==> src/rtl/tthbif_cfg_regfile.sv <==
`default_nettype none
// ============================================================================
//  Module      : tthbif_cfg_regfile
//  Description : UART command decoder and configuration register file for
//                tthbif. Decodes a byte protocol (opcode byte, optional data
//                byte) into register reads/writes. It drives the tthbif
//                enable and the rx/tx flop/comb tap selects. Read data is
//                returned on the uart tx byte path.
//  Ports       : clk_i / rst_ni            clock, async active-low reset
//                rx_data_valid_i/rx_data_i received byte strobe and data
//                tx_data_ready_i           uart tx accepts a byte
//                tx_data_valid_o/tx_data_o response byte
//                en_o                      CTRL[0]
//                rx/tx_flop/comb_tap_sel_o TAPSEL fields [1:0],[3:2],[5:4],[7:6]
//  Revision    : 1.0  initial release
// ============================================================================
module tthbif_cfg_regfile #(
    parameter int         TAP_SEL_W      = 2,
    parameter logic [7:0] ID_VALUE       = 8'hB1,
    parameter int         TIMEOUT_CYCLES = 1000000
) (
    input  logic                 clk_i,
    input  logic                 rst_ni,
    input  logic                 rx_data_valid_i,
    input  logic [7:0]           rx_data_i,
    input  logic                 tx_data_ready_i,
    output logic                 tx_data_valid_o,
    output logic [7:0]           tx_data_o,
    output logic                 en_o,
    output logic [TAP_SEL_W-1:0] rx_flop_tap_sel_o,
    output logic [TAP_SEL_W-1:0] rx_comb_tap_sel_o,
    output logic [TAP_SEL_W-1:0] tx_flop_tap_sel_o,
    output logic [TAP_SEL_W-1:0] tx_comb_tap_sel_o
);

    localparam int              c_CNT_W   = (TIMEOUT_CYCLES > 1) ? $clog2(TIMEOUT_CYCLES) : 1;
    localparam logic [c_CNT_W-1:0] c_CNT_MAX = c_CNT_W'(TIMEOUT_CYCLES - 1);

    localparam logic [2:0] c_ADDR_CTRL    = 3'd0;
    localparam logic [2:0] c_ADDR_TAPSEL  = 3'd1;
    localparam logic [2:0] c_ADDR_ID      = 3'd2;
    localparam logic [2:0] c_ADDR_SCRATCH = 3'd3;
    localparam logic [2:0] c_ADDR_STATUS  = 3'd4;

    typedef enum logic [1:0] {
        S_IDLE  = 2'd0,
        S_WDATA = 2'd1,
        S_RESP  = 2'd2
    } state_t;

    state_t             r_state;
    logic [2:0]         r_addr;
    logic [c_CNT_W-1:0] r_cnt;
    logic               r_en;
    logic [7:0]         r_tapsel;
    logic [7:0]         r_scratch;
    logic [2:0]         r_status;   // {bad_cmd, timeout, drop}
    logic               r_tx_valid;
    logic [7:0]         r_tx_data;

    logic               w_opc_bad;
    logic               w_set_bad;
    logic               w_set_to;
    logic               w_set_drop;
    logic [2:0]         w_clr;
    logic [2:0]         w_status_nxt;
    logic [7:0]         w_rd_data;

    assign w_opc_bad  = |rx_data_i[6:3];
    assign w_set_bad  = (r_state == S_IDLE)  && rx_data_valid_i && w_opc_bad;
    assign w_set_drop = (r_state == S_RESP)  && rx_data_valid_i;
    assign w_set_to   = (r_state == S_WDATA) && !rx_data_valid_i && (r_cnt == c_CNT_MAX);

    // Clear is applied first so a coincident set event always survives.
    always_comb begin
        w_clr = 3'b000;
        if ((r_state == S_WDATA) && rx_data_valid_i && (r_addr == c_ADDR_STATUS)) begin
            w_clr = rx_data_i[2:0];
        end
        w_status_nxt = (r_status & ~w_clr) | {w_set_bad, w_set_to, w_set_drop};
    end

    // Read mux indexed straight off the incoming opcode so the response is
    // captured at the acceptance cycle.
    always_comb begin
        w_rd_data = 8'h00;
        case (rx_data_i[2:0])
            c_ADDR_CTRL:    w_rd_data = {7'b0, r_en};
            c_ADDR_TAPSEL:  w_rd_data = r_tapsel;
            c_ADDR_ID:      w_rd_data = ID_VALUE;
            c_ADDR_SCRATCH: w_rd_data = r_scratch;
            c_ADDR_STATUS:  w_rd_data = {5'b0, r_status};
            default:        w_rd_data = 8'h00;
        endcase
    end

    always_ff @(posedge clk_i or negedge rst_ni) begin
        if (!rst_ni) begin
            r_state    <= S_IDLE;
            r_addr     <= 3'd0;
            r_cnt      <= '0;
            r_en       <= 1'b0;
            r_tapsel   <= 8'hFF;
            r_scratch  <= 8'h00;
            r_status   <= 3'b000;
            r_tx_valid <= 1'b0;
            r_tx_data  <= 8'h00;
        end else begin
            r_status <= w_status_nxt;
            case (r_state)
                S_IDLE: begin
                    if (rx_data_valid_i && !w_opc_bad) begin
                        if (rx_data_i[7]) begin
                            r_addr  <= rx_data_i[2:0];
                            r_cnt   <= '0;
                            r_state <= S_WDATA;
                        end else begin
                            r_tx_data  <= w_rd_data;
                            r_tx_valid <= 1'b1;
                            r_state    <= S_RESP;
                        end
                    end
                end
                S_WDATA: begin
                    // A byte on the expiry cycle takes priority over timeout.
                    if (rx_data_valid_i) begin
                        case (r_addr)
                            c_ADDR_CTRL:    r_en      <= rx_data_i[0];
                            c_ADDR_TAPSEL:  r_tapsel  <= rx_data_i;
                            c_ADDR_SCRATCH: r_scratch <= rx_data_i;
                            default:        ;
                        endcase
                        r_state <= S_IDLE;
                    end else if (r_cnt == c_CNT_MAX) begin
                        r_state <= S_IDLE;
                    end else begin
                        r_cnt <= r_cnt + 1'b1;
                    end
                end
                S_RESP: begin
                    if (r_tx_valid && tx_data_ready_i) begin
                        r_tx_valid <= 1'b0;
                        r_state    <= S_IDLE;
                    end
                end
                default: r_state <= S_IDLE;
            endcase
        end
    end

    assign tx_data_valid_o   = r_tx_valid;
    assign tx_data_o         = r_tx_data;
    assign en_o              = r_en;
    assign rx_flop_tap_sel_o = r_tapsel[0*TAP_SEL_W +: TAP_SEL_W];
    assign rx_comb_tap_sel_o = r_tapsel[1*TAP_SEL_W +: TAP_SEL_W];
    assign tx_flop_tap_sel_o = r_tapsel[2*TAP_SEL_W +: TAP_SEL_W];
    assign tx_comb_tap_sel_o = r_tapsel[3*TAP_SEL_W +: TAP_SEL_W];

endmodule
`default_nettype wire

==> config.mk <==
export PLATFORM = sky130hd
export DESIGN_NAME = tthbif_cfg_regfile
export DESIGN_NICKNAME = d
export VERILOG_FILES = /design/src/rtl/tthbif_cfg_regfile.sv
export SDC_FILE = /design/constraint.sdc
export NUM_CORES = 1
export LEC_CHECK = 0
export ABC_AREA = 1
export BUFFER_PORTS_ARGS = -buffer_cell sky130_fd_sc_hd__buf_2
export CAP_MARGIN = 30
export CORE_ASPECT_RATIO = 0.9
export CORE_UTILIZATION = 53
export CTS_CLUSTER_SIZE = 14
export DETAILED_ROUTE_END_ITERATION = 10
export PLACE_DENSITY = 0.81
export SETUP_SLACK_MARGIN = 0.2
export SYNTH_ARGS = -nofsm -noshare
export SYNTH_HDL_FRONTEND = slang
export SYNTH_SLANG_ARGS = --single-unit
==> constraint.sdc <==
create_clock -name clk_i -period 1.8 [get_ports clk_i]
set_clock_uncertainty 0.2 [all_clocks]
set_input_delay 0.09 -clock clk_i [delete_from_list [all_inputs] [get_ports clk_i]]
set_output_delay 0.09 -clock clk_i [all_outputs]
set_load 0.05 [all_outputs]
==> impl_metrics.csv, run 1 <==
group,metric,value,unit
placement,detailedPlacementHpwl,4690,um
power_and_ir_drop,power.leakage,0.00186,uW
sta,finalHoldViolations,0,
setup_path,timing.critical_path.cells,"buf_6, nor3_4, nand4_4, buf_12, nand2_2, o21ai_2",
flow_run,timing.max_cap.violations,0,
outcome,outcome,"finished, final reports clean",
clocking,ctsHtreeMaxLevel,2,
clocking,cts_buffer_depth,2,
sta,finalSetupViolCount,0,
sta,slew_headroom,0.668,
sta,fin_tns_setup,0,ns
sta,slew_viol_final,0,
floorplanning,coreArea,5260,um2
cells_and_area,syn_to_final_growth,31.4,%
clocking,tritoncts.num_buffers,5,
setup_path,crit_path_max_fanout,8,
detailed_routing,drc,0,
synth,post_synth_inst_count,379,
power_and_ir_drop,power_per_cell_area,543,nW/um2
floorplanning,fp.dieW,79.8,um
setup_path,worst_setup_slack_for_register_to_register_paths,0.08,ns
setup_path,setup.worst_path.end_class,"flip-flop",
cells_and_area,final_standard_cell_utilization_of_the_core,0.722,
setup_path,setup.worst_path.start_class,"flip-flop",
synth,syn-cell-area,2890,um2
floorplanning,die_height,72.0,um
grt,groute.usage.overall,0.263,
clocking,cts_sinks,54,
clocking,clk_latency,0.33,ns
cells_and_area,seq_area,1370,um2
setup_path,critical-path-slowest-cell,"sky130_fd_sc_hd__dfrtp_1",
synth,async_reset_ff_frac,1.00,
setup_path,wp_data_required,1.81,ns
grt,grt_most_used_layer,"met2",
min_path,timing.hold.worst_path_depth,4,
setup_path,worst_r2r_endpoint,"r_scratch[0]",
setup_path,critical-path-top-delay-family,"simple AND/OR/NAND/NOR gates",
grt,use_met3,0.0478,
detailed_routing,post_drt_wl_per_cell,15.5,um
synth,synth_seq_area_share,0.471,
sta,rsz0062_at_grt,"true",
grt,grt_pass1_vias,2574,
sta,fmax,0.580,GHz
grt,grt_first_pass_wirelength,11700,um
detailed_routing,drt-pass1-iter-count,5,
placement,port-buffer-count,29,
grt,globalRouteMet1Util,0.365,
sta,final_period_minus_worst_setup_slack,1.72,ns
grt,grtUsageMet2,0.406,
cells_and_area,diodes,0,
cells_and_area,nFillCells,376,
synth,synth.ff_latch_count,54,
clocking,clock-root-buffer,"sky130_fd_sc_hd__clkbuf_8",
power_and_ir_drop,vdd_ir_drop_max,0.400,mV
synth,post_synth.cell_area_avg,7.62,um2
detailed_routing,final_antenna_net_count,0,
grt,grt-ovfl-total,0,
floorplanning,std_cell_rows,25,
synth,ys_types,31,
grt,largest_net_degree_at_the_start_of_global_routing,35,
floorplanning,num_io_pins,30,
setup_path,worstPathBufferInverterCount,2,
synth,synth_edf_count,0,
setup_path,timing_worst_setup_path_type,"flip-flop to flip-flop",
placement,place_area,3170,um2
setup_path,worst_ep_arrival_time,1.73,ns
grt,antenna_found_initial,0,
cells_and_area,final_layout_size_suffix_gt1_frac,0.328,
sta,worst_pin_slew,0.499,ns
setup_path,critPathMaxStageDelay,0.45,ns
clocking,worst_setup_hold_path_clk_slew,0.12,ns
cells_and_area,finalNetCount,463,
setup_path,r2r_start,"r_state[1]",
detailed_routing,route.detailed.vias_per_inst,5.51,
min_path,whs_endpoint,"r_status[2]",
min_path,worstHoldStart,"rx_data_valid_i",
clocking,tritoncts,"done",
detailed_routing,vias,2855,
synth,ys_warn_count,0,
floorplanning,dieArea,5750,um2
min_path,hold_path.class,"input port to flip-flop",
floorplanning,initial_core_util,0.550,
cells_and_area,multi_input_comb_area,1550,um2
sta,timing.final.crit_share,0.957,
detailed_routing,total_routed_wirelength,8040,um
cells_and_area,stdcell_area,3790,um2
placement,gp_routability_congestion,0.884,
synth,postSynth.topFlopCell,"sky130_fd_sc_hd__dfrtp_1",
setup_path,worstRegToRegCells,6,
synth,synth_nets,392,
detailed_routing,drt-initial-drc-count,331,
==> synth_stat cells (2+ instances only) <==
master	number	area share
sky130_fd_sc_hd__nand4_2	2	0.0087
sky130_fd_sc_hd__nand2_2	10	0.022
sky130_fd_sc_hd__xor2_1	6	0.018
sky130_fd_sc_hd__o21ai_1	17	0.029
sky130_fd_sc_hd__nand3_1	25	0.043
sky130_fd_sc_hd__nand4_1	6	0.013
sky130_fd_sc_hd__nand3b_1	3	0.0078
sky130_fd_sc_hd__a22oi_1	2	0.0052
sky130_fd_sc_hd__dfrtp_1	46	0.40
sky130_fd_sc_hd__nand2_1	145	0.19
sky130_fd_sc_hd__o21ai_0	15	0.026
sky130_fd_sc_hd__dfstp_2	8	0.073
sky130_fd_sc_hd__o21bai_1	2	0.0052
sky130_fd_sc_hd__buf_6	3	0.012
sky130_fd_sc_hd__inv_2	3	0.0039
sky130_fd_sc_hd__inv_1	27	0.035
sky130_fd_sc_hd__or2_2	2	0.0043
sky130_fd_sc_hd__nor2_2	4	0.0087
sky130_fd_sc_hd__buf_2	3	0.0052
sky130_fd_sc_hd__nor2_1	33	0.043
sky130_fd_sc_hd__a21oi_1	4	0.0069
sky130_fd_sc_hd__nand3_2	4	0.014
==> report_power, final <==
part	internal [uW]	switching (uW)	leakage, uW
clock network	290	453	0.0000495
logic	38.9	65.2	0.00111
registers	1210	0.0000000000000333	0.000693
total	1540	518	0.00186
==> flip-flops by register name, indices dropped and copies added, names as in the netlist <==
register / cells
r_scratch: 8
r_cnt: 20
en_o: 1
tx_data_valid_o: 1
r_state: 2
tx_data_o: 8
r_tapsel: 8
r_addr: 3
r_status: 3
==> repair_timing <==
action	4_1_cts	5_1_grt
pin swaps	2	28
endpoints found under the setup margin	21	52
gates cloned	0	2
buffers inserted	4	14
hold buffers	12	0
endpoints found under the hold margin	71	0
resized for setup	13	58
==> stage by stage <==
| stage | cells | power [uW] | setup slack, ns | hold WS [ns] |
|---|---|---|---|---|
| floorplan | 379 | 1260 | 0.214 | -0.406 |
| global placement | 478 | 1310 | 0.105 | -0.113 |
| detailed placement | 478 | 1310 | 0.0876 | -0.108 |
| CTS | 502 | 2070 | 0.184 | 0.0818 |
| global route | 518 | 2130 | 0.0349 | 0.0488 |
| finish | 518 | 2060 | 0.0766 | 0.0333 |
==> cells in the final DEF, fill, tap and decap left out, types with 5 or more instances in the layout <==
| cell type | count |
|---|---|
| sky130_fd_sc_hd__inv_2 | 6 |
| sky130_fd_sc_hd__dfstp_2 | 8 |
| sky130_fd_sc_hd__nand2_2 | 24 |
| sky130_fd_sc_hd__nand2_1 | 125 |
| sky130_fd_sc_hd__dfrtp_2 | 7 |
| sky130_fd_sc_hd__dlygate4sd3_1 | 11 |
| sky130_fd_sc_hd__nor2_1 | 27 |
| sky130_fd_sc_hd__nand4_1 | 6 |
| sky130_fd_sc_hd__nand2_4 | 7 |
| sky130_fd_sc_hd__buf_2 | 29 |
| sky130_fd_sc_hd__dfrtp_1 | 39 |
| sky130_fd_sc_hd__nor2_2 | 5 |
| sky130_fd_sc_hd__xor2_1 | 6 |
| sky130_fd_sc_hd__o21ai_0 | 12 |
| sky130_fd_sc_hd__o21ai_1 | 14 |
| sky130_fd_sc_hd__o21ai_2 | 6 |
| sky130_fd_sc_hd__clkbuf_8 | 5 |
| sky130_fd_sc_hd__nand3_1 | 24 |
| sky130_fd_sc_hd__buf_4 | 20 |
| sky130_fd_sc_hd__inv_1 | 23 |
| sky130_fd_sc_hd__nor2_4 | 5 |
==> layer usage <==
metal  part of all wire  up-vias
li1                   -     1355
met1               0.43     1350
met2               0.49      133
met3              0.068       17
met4              0.018        0
met5                  0        -
==> area by class of cell <==
| class | instances | share of cell area |
|---|---|---|
| clock buffers | 5 | 0.0181 |
| clock inverters | 3 | 0.00692 |
| inverters | 31 | 0.0336 |
| multi-input cells | 288 | 0.408 |
| flip-flops and latches | 54 | 0.361 |
| well taps | 67 | 0.0221 |
| repair buffers | 70 | 0.150 |
==> how the worst max path moves through the flow <==
stage,startpoint,endpoint,slack [ns],cells after the start
floorplan,r_cnt[1],r_cnt[10],0.21,9
global placement,r_cnt[13],r_cnt[18],0.11,8
detailed placement,r_cnt[1],r_cnt[16],0.09,10
CTS,r_state[1],r_status[0],0.18,5
global route,r_state[1],r_scratch[0],0.03,6
finish,r_state[1],r_scratch[0],0.08,6
==> worst register-to-register path: cells and delay by family, from the launching register on <==
| kind | cells | cell delay [ns] |
|---|---|---|
| AO/OA/AOI/OAI | 1 | 0.05 |
| flip-flops | 1 | 0.45 |
| AND/OR/NAND/NOR | 3 | 0.56 |
| buffers and inverters | 2 | 0.36 |
==> kinds of logic after synthesis <==
group           share of synthesized area
xor+xnor                           0.0212
fa+ha+maj                         0.00433
compound gates                     0.0728
buf+inv                            0.0581
simple gates                        0.372
flops                               0.471
No activity file was read; power rests on OpenSTA's default activity.
==> inputs of run 2 (changes only) <==
CORE_UTILIZATION = 35   (was 53)
PLACE_DENSITY = 0.55   (was 0.81)
clock period = 1.58 ns   (was 1.8 ns; I/O delays follow)
==> run 2 against run 1 <==
Net effect:
- the run now ends with DRC, setup timing left
- cell area rose by 7.8%
- clock-buffer cell count grew 1
- critical path depth shrank 1
- total power grew 16%
- die area is 50% higher
- largest power group unchanged
- highest routed layer unchanged
==> impl_metrics.csv, run 2 (same netlist as run 1, synthesis figures left out) <==
group,metric,value,unit
floorplanning,die_height,88.2,um
grt,grt_pass1_vias,2535,
sta,fmax,0.624,GHz
detailed_routing,total_routed_wirelength,7890,um
setup_path,worst_ep_arrival_time,1.65,ns
clocking,worst_setup_hold_path_clk_slew,0.11,ns
clocking,tritoncts.num_buffers,5,
floorplanning,initial_core_util,0.360,
clocking,ctsHtreeMaxLevel,2,
setup_path,crit_path_max_fanout,8,
detailed_routing,final_antenna_net_count,0,
cells_and_area,syn_to_final_growth,41.7,%
cells_and_area,diodes,0,
detailed_routing,post_drt_wl_per_cell,13.8,um
sta,timing.final.crit_share,1.01,
detailed_routing,drt-initial-drc-count,70,
power_and_ir_drop,power_switching,596,uW
min_path,hold_path.class,"input port to flip-flop",
sta,setup_slack,-0.0237,ns
cells_and_area,final_layout_size_suffix_gt1_frac,0.360,
detailed_routing,drc,3,
clocking,tritoncts,"done",
detailed_routing,vias,2776,
clocking,cts_hold_buffers,15,
setup_path,setup.worst_path.start_class,"flip-flop",
flow_run,timing.max_cap.violations,0,
grt,grt_first_pass_wirelength,12700,um
detailed_routing,route.detailed.vias_per_inst,4.86,
setup_path,timing_worst_setup_path_type,"flip-flop to flip-flop",
clocking,clock-root-buffer,"sky130_fd_sc_hd__clkbuf_8",
grt,grt-ovfl-total,0,
setup_path,wp_data_required,1.63,ns
sta,rsz0062_at_grt,"true",
sta,worst_pin_slew,0.474,ns
power_and_ir_drop,power_frac_clock,0.368,
floorplanning,dieArea,8620,um2
cells_and_area,max_flop_register,"r_cnt",
placement,gp_routability_congestion,0.815,
power_and_ir_drop,seq_power_share,0.578,
power_and_ir_drop,power.leakage,0.00202,uW
detailed_routing,drt-pass1-iter-count,7,
cells_and_area,number_of_standard_cells_in_the_layout_taps_in_and_fillers_out,571,
placement,port-buffer-count,29,
clocking,cts_sinks,54,
placement,placedCellCount,534,
grt,antenna_found_initial,0,
sta,finalSetupViolCount,8,
floorplanning,coreArea,8030,um2
power_and_ir_drop,finalPower,2390,uW
setup_path,setup.worst_path.end_class,"flip-flop",
sta,final_period_minus_worst_setup_slack,1.60,ns
power_and_ir_drop,internal_power_of_the_cells,1800,uW
outcome,failed_checks,"DRC, setup timing",
floorplanning,std_cell_rows,31,
sta,slew_headroom,0.683,
cells_and_area,most-common-layout-cells,"sky130_fd_sc_hd__nand2_1, sky130_fd_sc_hd__dfrtp_1, sky130_fd_sc_hd__buf_4, sky130_fd_sc_hd__inv_1",
grt,groute.usage.overall,0.192,
outcome,outcome,"finished with violations",
sta,finalHoldViolations,0,
cells_and_area,nFillCells,774,
clocking,cts_buffer_depth,2,
cells_and_area,number_of_flip_flops_in_the_largest_register,20,
power_and_ir_drop,vdd_ir_drop_max,0.319,mV
cells_and_area,mostFrequentLayoutCell,"sky130_fd_sc_hd__nand2_1",
sta,slew_viol_final,0,
power_and_ir_drop,power_per_cell_area,585,nW/um2
placement,detailedPlacementHpwl,5150,um
clocking,clk_latency,0.32,ns
floorplanning,fp.dieW,97.7,um
floorplanning,num_io_pins,30,
cells_and_area,finalNetCount,484,
power_and_ir_drop,combPwrFrac,0.054,
power_and_ir_drop,switching_power_as_a_share_of_total_power,0.249,
grt,largest_net_degree_at_the_start_of_global_routing,41,
==> run 2: cell count changes in the layout (fill, tap and decap cells not counted), moves of 3 or more <==
cell,change
sky130_fd_sc_hd__buf_6,+10
sky130_fd_sc_hd__buf_4,+16
sky130_fd_sc_hd__o21ai_0,-6
sky130_fd_sc_hd__nand2_2,-7
sky130_fd_sc_hd__buf_2,-8
sky130_fd_sc_hd__nand2_1,+9
sky130_fd_sc_hd__nor2_2,+3
sky130_fd_sc_hd__o21ai_2,+6
sky130_fd_sc_hd__nor2_1,-5
sky130_fd_sc_hd__nand4_4,+3
sky130_fd_sc_hd__dlygate4sd3_1,+4
==> run 2: final timing paths <==
check / start / end / slack, ns / cells past startpoint
max: r_state[1] / r_scratch[5] / -0.02 / 5
min: rx_data_valid_i / r_status[1] / 0.003 / 4
max reg2reg: r_state[1] / r_scratch[5] / -0.02 / 5
min reg2reg: tx_data_o[4] / tx_data_o[4] / 0.28 / 2
max in group asynchronous: rst_ni / r_tapsel[5] / 0.54 / 3
min in group asynchronous: rst_ni / r_state[1] / 0.02 / 2
==> run 2: routing by layer <==
metal	vias up	routed length [um]	GRT usage	part of all wire
met5	-	0	0	0
met4	0	28	0.0413	0.0035
met3	2	338	0.0415	0.043
met2	56	3480	0.293	0.44
met1	1319	4040	0.280	0.51
li1	1399	-	-	-
==> run 2: power by group through the flow <==
stage	clock network [uW]	registers (uW)	logic, uW
after floorplan	0	1410	23.2
after global placement	0	1410	93.8
after detailed placement	0	1410	93.9
after CTS	899	1380	126
after global routing	970	1380	144
final	880	1380	129
==> run 2: final cells by class <==
class	instances	area [um2]	share of cell area
Tap cell	99	124	0.0303
Sequential cell	54	1370	0.335
Multi-Input combinational cell	290	1620	0.395
Clock inverter	2	17.5	0.00428
Inverter	31	129	0.0315
Timing Repair Buffer	89	752	0.184
Clock buffer	6	82.6	0.0202
==> run 2: what timing repair did <==
item	CTS	global route
endpoints found under the setup margin	61	62
pin swaps	15	5
cloned	2	0
hold endpoints to repair	70	1
gates resized for setup	42	39
buffers inserted	9	3
==> run 2: through the flow <==
step | hold WS (ns) | utilization | TNS [ns] | area [um2] | setup slack [ns]
global route | 0.0167 | 0.510 | -2.21 | 4090 | -0.0871
CTS | -0.000658 | 0.491 | 0 | 3940 | 0.00127
finish | 0.00274 | 0.510 | -0.0790 | 4090 | -0.0237
global placement | -0.156 | 0.429 | -0.190 | 3450 | -0.0514
detailed placement | -0.161 | 0.429 | -0.548 | 3450 | -0.0520
floorplan | -0.417 | - | 0 | 2980 | 0.00956
==> run 2: critical path, cell delays in order (launching register included) <==
cell,delay (ns)
sky130_fd_sc_hd__dfrtp_2,0.48
sky130_fd_sc_hd__nor3_4,0.22
sky130_fd_sc_hd__buf_12,0.17
sky130_fd_sc_hd__buf_12,0.11
sky130_fd_sc_hd__nand4_4,0.16
sky130_fd_sc_hd__o21ai_1,0.19
==> inputs of run 3 (changes only) <==
MAX_ROUTING_LAYER = met4   (was not set)
PLACE_DENSITY = 0.56   (was 0.55)
clock period = 1.75 ns   (was 1.58 ns; I/O delays follow)
==> run 3 against run 2 <==
Net effect:
- the run ends with DRC left
- total power decreased by 11%
- first-iteration DRC count increased to 2.8 times the previous value
- setup slack improved by 0.13 ns
- cell area is 11% lower
- non-clock buffer count shrank 27
- sequential share of layout area is 3.9 points higher
- fmax is 2.3% lower
- critical endpoint is now r_cnt[9]
- die area is the same
==> impl_metrics.csv, run 3 (same netlist as run 1, synthesis figures left out) <==
group,metric,value,unit
detailed_routing,total_routed_wirelength,7350,um
sta,worst_pin_slew,0.558,ns
detailed_routing,drc,8,
cells_and_area,final_layout_size_suffix_gt1_frac,0.268,
cells_and_area,syn_to_final_growth,26.7,%
cells_and_area,max_flop_register,"r_cnt",
detailed_routing,route.detailed.vias_per_inst,4.83,
grt,grt_first_pass_wirelength,12000,um
grt,grt-ovfl-total,0,
floorplanning,coreArea,8030,um2
outcome,outcome,"finished with violations",
sta,finalSetupViolCount,0,
clocking,clk_latency,0.33,ns
cells_and_area,number_of_flip_flops_in_the_largest_register,20,
setup_path,worst_ep_arrival_time,1.70,ns
placement,port-buffer-count,29,
power_and_ir_drop,combPwrFrac,0.051,
power_and_ir_drop,power_per_cell_area,582,nW/um2
power_and_ir_drop,power.leakage,0.00180,uW
min_path,hold_path.class,"input port to flip-flop",
setup_path,timing_worst_setup_path_type,"flip-flop to flip-flop",
grt,grt_pass1_vias,2487,
floorplanning,std_cell_rows,31,
sta,finalHoldViolations,0,
grt,largest_net_degree_at_the_start_of_global_routing,41,
power_and_ir_drop,vdd_ir_drop_max,0.313,mV
setup_path,wp_data_required,1.81,ns
power_and_ir_drop,seq_power_share,0.586,
detailed_routing,drt-pass1-iter-count,7,
floorplanning,fp.dieW,97.7,um
clocking,tritoncts,"done",
sta,fin_tns_setup,0,ns
setup_path,setup.worst_path.end_class,"flip-flop",
sta,rsz0062_at_grt,"true",
cells_and_area,mostFrequentLayoutCell,"sky130_fd_sc_hd__nand2_1",
sta,fmax,0.609,GHz
power_and_ir_drop,power_frac_clock,0.363,
cells_and_area,number_of_standard_cells_in_the_layout_taps_in_and_fillers_out,543,
clocking,ctsHtreeMaxLevel,2,
grt,antenna_found_initial,0,
cells_and_area,nFillCells,802,
clocking,worst_setup_hold_path_clk_slew,0.11,ns
sta,slew_headroom,0.626,
clocking,cts_buffer_depth,2,
sta,timing.final.crit_share,0.938,
floorplanning,num_io_pins,30,
cells_and_area,finalNetCount,456,
outcome,failed_checks,"DRC",
floorplanning,die_height,88.2,um
power_and_ir_drop,switching_power_as_a_share_of_total_power,0.252,
placement,placedCellCount,513,
detailed_routing,post_drt_wl_per_cell,13.5,um
floorplanning,initial_core_util,0.360,
placement,detailedPlacementHpwl,4970,um
power_and_ir_drop,internal_power_of_the_cells,1590,uW
clocking,tritoncts.num_buffers,5,
sta,slew_viol_final,0,
flow_run,timing.max_cap.violations,0,
sta,final_period_minus_worst_setup_slack,1.64,ns
placement,gp_routability_congestion,0.854,
detailed_routing,final_antenna_net_count,0,
setup_path,crit_path_max_fanout,10,
clocking,cts_sinks,54,
grt,groute.usage.overall,0.186,
floorplanning,dieArea,8620,um2
power_and_ir_drop,power_switching,537,uW
cells_and_area,most-common-layout-cells,"sky130_fd_sc_hd__nand2_1, sky130_fd_sc_hd__dfrtp_1, sky130_fd_sc_hd__buf_2",
setup_path,setup.worst_path.start_class,"flip-flop",
detailed_routing,drt-initial-drc-count,197,
clocking,clock-root-buffer,"sky130_fd_sc_hd__clkbuf_8",
detailed_routing,vias,2622,
cells_and_area,diodes,0,
[run 3: changes by cell type in the layout (fill, tap and decap cells not counted), moves of 4 or more]
cell	delta
sky130_fd_sc_hd__o21ai_2	-11
sky130_fd_sc_hd__buf_6	-11
sky130_fd_sc_hd__buf_2	+8
sky130_fd_sc_hd__nand2_1	+4
sky130_fd_sc_hd__nand4_4	-4
sky130_fd_sc_hd__buf_4	-23
sky130_fd_sc_hd__o21ai_1	+6
sky130_fd_sc_hd__o21ai_0	+5
[run 3: worst max-delay path, stage by stage (launching register included)]
cell                        delay, ns
sky130_fd_sc_hd__dfrtp_1         0.45
sky130_fd_sc_hd__nor2_1          0.15
sky130_fd_sc_hd__nand2_1         0.08
sky130_fd_sc_hd__nor2_2          0.13
sky130_fd_sc_hd__nand4_1         0.12
sky130_fd_sc_hd__nand2_2         0.15
sky130_fd_sc_hd__clkbuf_16       0.18
sky130_fd_sc_hd__nand2_1         0.05
sky130_fd_sc_hd__nand2_1         0.06
[run 3: layout make-up]
type / instances / area (um2) / area share
multi-input combinational: 288 / 1460 / 0.398
tap: 99 / 124 / 0.0339
timing repair buffer: 62 / 480 / 0.131
sequential: 54 / 1370 / 0.373
clock buffer: 5 / 68.8 / 0.0188
clock inverter: 3 / 28.8 / 0.00787
timing repair inverter: 1 / 7.51 / 0.00205
inverter: 31 / 125 / 0.0342
[run 3: per-layer routing]
metal,part of all wire,GRT usage,vias to the layer above
li1,-,-,1338
met2,0.45,0.285,43
met4,0.013,0.0496,0
met1,0.50,0.255,1235
met3,0.030,0.0311,6
met5,0,-,-
[run 3: through the flow]
stage | instance area (um2) | setup WS [ns] | hold WS, ns | total power, uW | util
6_report | 3660 | 0.109 | 0.00133 | 2130 | 0.456
5_1_grt | 3660 | 0.0265 | 0.0204 | 2210 | 0.456
4_1_cts | 3540 | 0.131 | 0.0208 | 2160 | 0.441
3_5_place_dp | 3240 | 0.0842 | -0.157 | 1350 | 0.403
3_3_place_gp | 3240 | 0.0691 | -0.167 | 1350 | 0.403
2_1_floorplan | 2910 | 0.170 | -0.408 | 1290 | -
[run 3: power by group through the flow]
| stage | clock, uW | combinational [uW] | sequential [uW] |
|---|---|---|---|
| 2_1_floorplan | 0 | 20.5 | 1270 |
| 3_3_place_gp | 0 | 82.7 | 1270 |
| 3_5_place_dp | 0 | 82.8 | 1270 |
| 4_1_cts | 801 | 110 | 1250 |
| 5_1_grt | 838 | 122 | 1250 |
| 6_report | 773 | 109 | 1250 |
[run 3: final timing paths]
check / start / to / slack, ns / cells past startpoint
max: r_cnt[13] / r_cnt[9] / 0.11 / 8
min: rx_data_valid_i / r_status[1] / 0.001 / 4
max reg2reg: r_cnt[13] / r_cnt[9] / 0.11 / 8
min reg2reg: tx_data_o[7] / tx_data_o[7] / 0.28 / 2
max in group asynchronous: rst_ni / r_tapsel[1] / 0.72 / 3
min in group asynchronous: rst_ni / r_cnt[13] / 0.02 / 2
[run 3: repair_timing]
action                     CTS  global route
cloned                       1             1
pin swaps                    4             7
setup endpoints to repair   30            53
hold endpoints to repair    69             0
buffers inserted             2             3
resized for setup           15            24
hold buffers                15             0
